## config.mk

```make
export PLATFORM = sky130hd
export DESIGN_NAME = local_xy_inject
export DESIGN_NICKNAME = d
export VERILOG_FILES = /design/src/rtl/local_xy_inject.sv
export SDC_FILE = /design/constraint.sdc
export NUM_CORES = 1
export LEC_CHECK = 0
export BUFFER_PORTS_ARGS = -buffer_cell sky130_fd_sc_hd__buf_2
export CORE_MARGIN = 2
export CORE_UTILIZATION = 55
export CTS_BUF_LIST = sky130_fd_sc_hd__clkbuf_4 sky130_fd_sc_hd__clkbuf_8
export DETAILED_ROUTE_END_ITERATION = 12
export PLACE_DENSITY_LB_ADDON = 0.2
export REMOVE_ABC_BUFFERS = 1
export SYNTH_ARGS = -nofsm -noshare
export SYNTH_HDL_FRONTEND = slang
export SYNTH_SLANG_ARGS = --single-unit
```

## constraint.sdc

```tcl
create_clock -name clk -period 11.45 [get_ports clk]
set_input_delay 0.5725 -clock clk [delete_from_list [all_inputs] [get_ports clk]]
set_output_delay 0.5725 -clock clk [all_outputs]
set_load 0.005 [all_outputs]
```

## src/rtl/local_xy_inject.sv

```systemverilog
// Buffered local-injection port: queues core packets in a small FIFO and routes
// the head dimension-order (X then Y), decrementing the used hop offset on egress.
module local_xy_inject #(
    parameter int PKT_W = 16,
    parameter int DX_W  = 4,
    parameter int DY_W  = 4,
    parameter int DEPTH = 4,
    parameter int CNT_W = 16
) (
    input  logic             clk,
    input  logic             rst,
    input  logic [PKT_W-1:0] in_packet,
    input  logic             in_valid,
    output logic             in_ready,
    output logic [PKT_W-1:0] east_packet,
    output logic             east_valid,
    input  logic             east_ready,
    output logic [PKT_W-1:0] west_packet,
    output logic             west_valid,
    input  logic             west_ready,
    output logic [PKT_W-1:0] north_packet,
    output logic             north_valid,
    input  logic             north_ready,
    output logic [PKT_W-1:0] south_packet,
    output logic             south_valid,
    input  logic             south_ready,
    output logic [PKT_W-1:0] local_packet,
    output logic             local_valid,
    input  logic             local_ready,
    output logic [CNT_W-1:0] stall_count
);

    localparam int PTR_W  = $clog2(DEPTH);
    localparam int OCC_W  = $clog2(DEPTH + 1);
    localparam int DX_MSB = PKT_W - 1;
    localparam int DY_MSB = PKT_W - DX_W - 1;
    localparam logic [DX_W-1:0]  DX_ONE = DX_W'(1);
    localparam logic [DY_W-1:0]  DY_ONE = DY_W'(1);
    localparam logic [OCC_W-1:0] OCC_FULL = OCC_W'(DEPTH);

    typedef enum logic [2:0] {
        PORT_EAST,
        PORT_WEST,
        PORT_NORTH,
        PORT_SOUTH,
        PORT_LOCAL
    } port_t;

    logic [PKT_W-1:0] mem [DEPTH];
    logic [PTR_W-1:0] wr_ptr;
    logic [PTR_W-1:0] rd_ptr;
    logic [OCC_W-1:0] count;

    logic             nonempty;
    logic             push;
    logic             pop;
    logic [PKT_W-1:0] head;
    logic [DX_W-1:0]  dx;
    logic [DY_W-1:0]  dy;
    logic             dx_pos;
    logic             dx_neg;
    logic             dy_pos;
    logic             dy_neg;
    port_t            dest;
    logic [PKT_W-1:0] out_packet;
    logic             sel_ready;

    assign nonempty = (count != '0);
    // Full blocks the input even when a pop is pending, so in_ready never depends on any ready input.
    assign in_ready = (count != OCC_FULL) && !rst;
    assign push     = in_valid && in_ready;
    assign pop      = nonempty && sel_ready;

    assign head   = mem[rd_ptr];
    assign dx     = head[DX_MSB -: DX_W];
    assign dy     = head[DY_MSB -: DY_W];
    assign dx_neg = dx[DX_W-1];
    assign dx_pos = !dx[DX_W-1] && (dx != '0);
    assign dy_neg = dy[DY_W-1];
    assign dy_pos = !dy[DY_W-1] && (dy != '0);

    always_comb begin
        dest       = PORT_LOCAL;
        out_packet = head;
        if (dx_pos) begin
            dest = PORT_EAST;
            out_packet[DX_MSB -: DX_W] = dx - DX_ONE;
        end else if (dx_neg) begin
            dest = PORT_WEST;
            out_packet[DX_MSB -: DX_W] = dx + DX_ONE;
        end else if (dy_pos) begin
            dest = PORT_NORTH;
            out_packet[DY_MSB -: DY_W] = dy - DY_ONE;
        end else if (dy_neg) begin
            dest = PORT_SOUTH;
            out_packet[DY_MSB -: DY_W] = dy + DY_ONE;
        end
    end

    always_comb begin
        sel_ready = local_ready;
        case (dest)
            PORT_EAST:  sel_ready = east_ready;
            PORT_WEST:  sel_ready = west_ready;
            PORT_NORTH: sel_ready = north_ready;
            PORT_SOUTH: sel_ready = south_ready;
            default:    sel_ready = local_ready;
        endcase
    end

    assign east_valid  = nonempty && (dest == PORT_EAST);
    assign west_valid  = nonempty && (dest == PORT_WEST);
    assign north_valid = nonempty && (dest == PORT_NORTH);
    assign south_valid = nonempty && (dest == PORT_SOUTH);
    assign local_valid = nonempty && (dest == PORT_LOCAL);

    assign east_packet  = out_packet;
    assign west_packet  = out_packet;
    assign north_packet = out_packet;
    assign south_packet = out_packet;
    assign local_packet = out_packet;

    // Storage is left unreset; occupancy alone decides what is valid.
    always_ff @(posedge clk) begin
        if (push) begin
            mem[wr_ptr] <= in_packet;
        end
    end

    always_ff @(posedge clk) begin
        if (rst) begin
            wr_ptr <= '0;
            rd_ptr <= '0;
            count  <= '0;
        end else begin
            if (push) begin
                wr_ptr <= wr_ptr + PTR_W'(1);
            end
            if (pop) begin
                rd_ptr <= rd_ptr + PTR_W'(1);
            end
            case ({push, pop})
                2'b10:   count <= count + OCC_W'(1);
                2'b01:   count <= count - OCC_W'(1);
                default: count <= count;
            endcase
        end
    end

    always_ff @(posedge clk) begin
        if (rst) begin
            stall_count <= '0;
        end else if (nonempty && !sel_ready && (stall_count != '1)) begin
            stall_count <= stall_count + CNT_W'(1);
        end
    end

endmodule

```

# Word level (Yosys, flattened, before mapping)
# Memories as Yosys holds them, arrays and structs flattened. A register that Yosys moved wholly into a read port is not among the register bits.
# Cells that the tools add are included.
# totals
register_bits	23
ram_bits	64
input_bits	24
out_inout_bits	102
memories	1
# memory_table
memory	depth	width	rd	rd_clocked_by_memory_dff	write_ports	line_no	rtl
mem	4	16	1	1	1	49	logic [PKT_W-1:0] mem [DEPTH];
# op_classes
n_addsub	9
n_eq_ne	8
muxes	16
reduce_logical	21
# ops
op	n
2-to-1 mux 4 bit	6
adder 16 x 1 -> 16 bit, second input constant	1
!= test 16 bit, second input constant	1
logical AND 1 bit	12
2-to-1 mux 3 bit	4
adder 4 x 1 -> 4 bit, second input constant	2
nonzero test 4 bit	2
subtractor 4 x 1 -> 4 bit, second input constant	2
== test 3 x 2 -> 1 bit, second input constant	2
case mux 3 bit (2 select lines)	1
adder 2 x 1 -> 2 bit, second input constant	2
zero test 1 bit	4
2-to-1 mux 2 bit	2
case mux 1 bit (4 select lines)	1
adder 3 x 1 -> 3 bit, second input constant	1
== test 3 x 1 -> 1 bit, second input constant	1
== test 3 bit, second input constant	1
zero test 3 bit	1
!= test 3 bit, second input constant	1
nonzero test 3 bit	1
subtractor 3 x 1 -> 3 bit, second input constant	1
== test 2 x 1 -> 1 bit, second input constant	1
== test 2 bit, second input constant	1
2-to-1 mux 1 bit	2
nonzero test 2 bit	1

# Logic depth before layout (Yosys ltp)
# logic_depth
ltp_word	10
depth_mapped	16
depth_no_buf	13

# Worst setup path before layout
# No wires, ideal clock.
# synth_path
path_kind	reg2reg
from	register with a tool-made name
to	register count[2]
setup_time_ps	70
t_arrival_ps	3951
t_required_ps	11380
path_slack_ps	7429
path_stages_with_launch	16
path_buffers	2
cell_sequence	dfxtp_1 -> buf_6 -> buf_1 -> mux4_2 -> inv_1 -> ha_1 -> inv_1 -> nor3_4 -> a2bb2oi_1 -> a21oi_1 -> nor2_1 -> ha_1 -> fa_1 -> xnor2_1 -> or3_1 -> a21oi_1
# synth_rtl
element	line_no	rtl
to (signal assigned)	143	2'b10: count <= count + OCC_W'(1);
to (signal assigned)	144	2'b01: count <= count - OCC_W'(1);
to (signal assigned)	145	default: count <= count;
to (decl)	52	logic [OCC_W-1:0] count;

==> out/results.txt <==
count of distinct cell types in the synthesized netlist: 46
Slowest-stage cell, CP: dfxtp_1
Initial Util: 57.4%
worst relative slew slack: 40.2%
status: finished, final reports clean
register area: 2420 um2
Final min period: 4.34 ns
die area: 8920 um2
crit path capture: count[2]$_SDFFE_PP0P_
Buf/Inv on CP: 3
Vias: 2,902
synthesized area: 4500 um2
hpwl dp: 5720 um
Die Ht: 94.5 um
most frequent cells in the layout: buf_2 (125), edfxtp_1 (64), dfxtp_1 (25)
nets: 461
Max Cap Viol: 0
number of port buffers: 125
TritonCTS clock tree: yes
clk slew on worst S/H paths: 0.09 ns
GP Congestion: 0.780
CP required: 11.73 ns
initial antenna violation count: 1
core area: 7850 um2
Mapped Cells: 365
Rows: 32
Skew-Pair Late Insertion Delay: 0.35 ns
Final TNS setup: 0 ns
Avg Cell Area, Syn: 12.3 um2
DRT Wirelength: 8080 um
WS Path Type: flip-flop to flip-flop
post-synthesis register bit count: 89
largest net degree at the start of global routing: 33
leakage: 1.93 nW
hold violation count in the final report: 0
worst reg-to-reg setup slack: 7.11 ns
DRT antenna net count: 0
cell family with most CP delay: adder cells
Final period util: 37.9%
DRC viols: 0
f_max: 231 MHz
pwr dens: 203 nW/um2
net switching power: 0.345 mW
Num CTS Buffers: 9
Worst Tran Pin Value: 0.897 ns
Synth top area share: 42.7%
Syn-to-layout area delta: 9.37%
Worst Setup End Kind: flip-flop
Setup-failing EPs final: 0
Tot GR Track Use: 18.5%
clock root buffer: clkbuf_8
Ys Warns: 0
layout cells sized above 1: 39.7%
Antenna Cells: 0
critical path launch point type: flip-flop
# IOs: 126
vias in the first global route: 2,605
Synth area leader: edfxtp_1
gr ovfl total: 0
post-CTS sizing: 0
Max FO, Critical Path: 10
r2r endpoint: count[2]$_SDFFE_PP0P_
worst path cell trace: buf_4, mux4_2, inv_1, ha_1, inv_1, nor3_4, a2bb2oi_1, a21oi_1, nor2_1, ha_1, fa_1, xnor2_1, or3_1, a21oi_1
switching share of power: 34.5%
Arr. time, crit path: 4.62 ns
Pint: 0.656 mW
clock skew: 0.0144 ns
max-slew violation count: 0
WP depth: 14
Final Cell Area: 4920 um2
Peak VDD IR: 0.000116 V
combinational fraction of design power: 39.7%
post-DR vias/cell: 5.44
CTS sink cnt: 89
Cell Area, Placed: 4720 um2
commonest non-fill, non-tap cell in the layout: buf_2
fill cell count: 637
H-Tree Level Count: 3
synth top area cells: edfxtp_1 (43%), dfxtp_1 (11%), buf_4 (11%)
Seq pwr share: 38.9%
initial detailed-routing violation count: 130
footprint of the multi-input gates: 1490 um2
post-synthesis sequential area ratio: 53.8%
Hold Crit Start: in_packet[7]
Worst Hold Class: input port to flip-flop
Clk pwr share: 21.5%
worst reg-to-reg path cell count: 14
first-pass GRT wire length: 12,400 um
Crit path largest cell delay: 0.58 ns
WL per Instance: 15.2 um
maximum clock insertion buffer count: 2
unrepaired setup endpoints after global routing: false
Horiz. Die Dim: 94.5 um
postcts setup bufs: 0
CTS Hold Bufs: 0
DRT Pass-1 Iters: 4
[power groups by stage]
stage	clock network, mW	logic [mW]	registers, mW
after floorplan	0	0.211	0.398
after global placement	0	0.394	0.395
after detailed placement	0	0.400	0.397
after CTS	0.219	0.402	0.390
after global routing	0.234	0.446	0.393
final	0.215	0.397	0.389
[area by class of cell]
type,count,share of cell area [%]
Timing Repair Buffer,127,13.0
Inverter,12,0.915
Clock inverter,7,1.58
Tap cell,102,2.59
Multi-Input combinational cell,187,30.2
Clock buffer,9,2.52
Sequential cell,89,49.2
[cells in the mapped netlist (all sizes together)]
library cell,n
nand2,16
ha,10
o31ai,4
clkbuf,9
nand3,8
edfxtp,64
nor2,19
nor4,6
a31oi,1
o211ai,2
nand4,3
mux2,6
and4,2
a2bb2oi,1
o21ai,15
mux4,16
or3b,1
a211o,1
a21bo,1
a21oi,16
or4b,1
or3,10
inv,12
xor2,2
nand3b,1
fa,1
a21o,1
and2,4
o22ai,1
buf,68
nor3b,1
nor3,7
mux2i,4
or4,5
and3,7
nand2b,3
nor2b,7
dfxtp,25
xnor2,4
[metal layers]
layer	routed length (um)	GRT usage (%)	share of wire, %
met2	3830	31.1	47
met3	586	5.11	7.3
met5	11	0	0.14
met4	97	6.76	1.2
met1	3550	23.2	44
[stage by stage]
stage	hold WS, ns	worst slack (ns)	power, mW	instances	util [%]
after global routing	0.416	6.72	1.07	533	62.7
after global placement	0.478	7.25	0.790	517	60.2
after floorplan	0.452	7.50	0.609	288	-
after CTS	0.425	7.04	1.01	533	62.7
after detailed placement	0.498	7.09	0.798	517	60.2
final	0.437	7.11	1.00	533	62.7
[worst min path at each step]
| stage | endpoint | slack, ns | cells after the start |
|---|---|---|---|
| floorplan | flip-flop | 0.45 | 2 |
| detailed placement | stall_count[9]$_SDFFE_PP0P_ | 0.50 | 2 |
| CTS | mem[2][1]$_DFFE_PP_ | 0.42 | 1 |
| finish | mem[2][7]$_DFFE_PP_ | 0.44 | 1 |
| global placement | stall_count[9]$_SDFFE_PP0P_ | 0.48 | 2 |
| global route | mem[2][1]$_DFFE_PP_ | 0.42 | 1 |
[registers in the layout, summed over array words and instances, names as in the netlist, named ones only]
signal       flops
mem             64
stall_count     16
count            3
rd_ptr           2
wr_ptr           2
[logic make-up after synthesis]
kind of cell	Yosys count	synth area share [%]
simple gates	101	12.7
buf+inv	89	13.2
flops	89	53.8
compound gates	43	5.50
mux	26	10.4
fa+ha+maj	11	3.22
xor+xnor	6	1.17
Note: power is estimated with default switching activity, not from simulation.
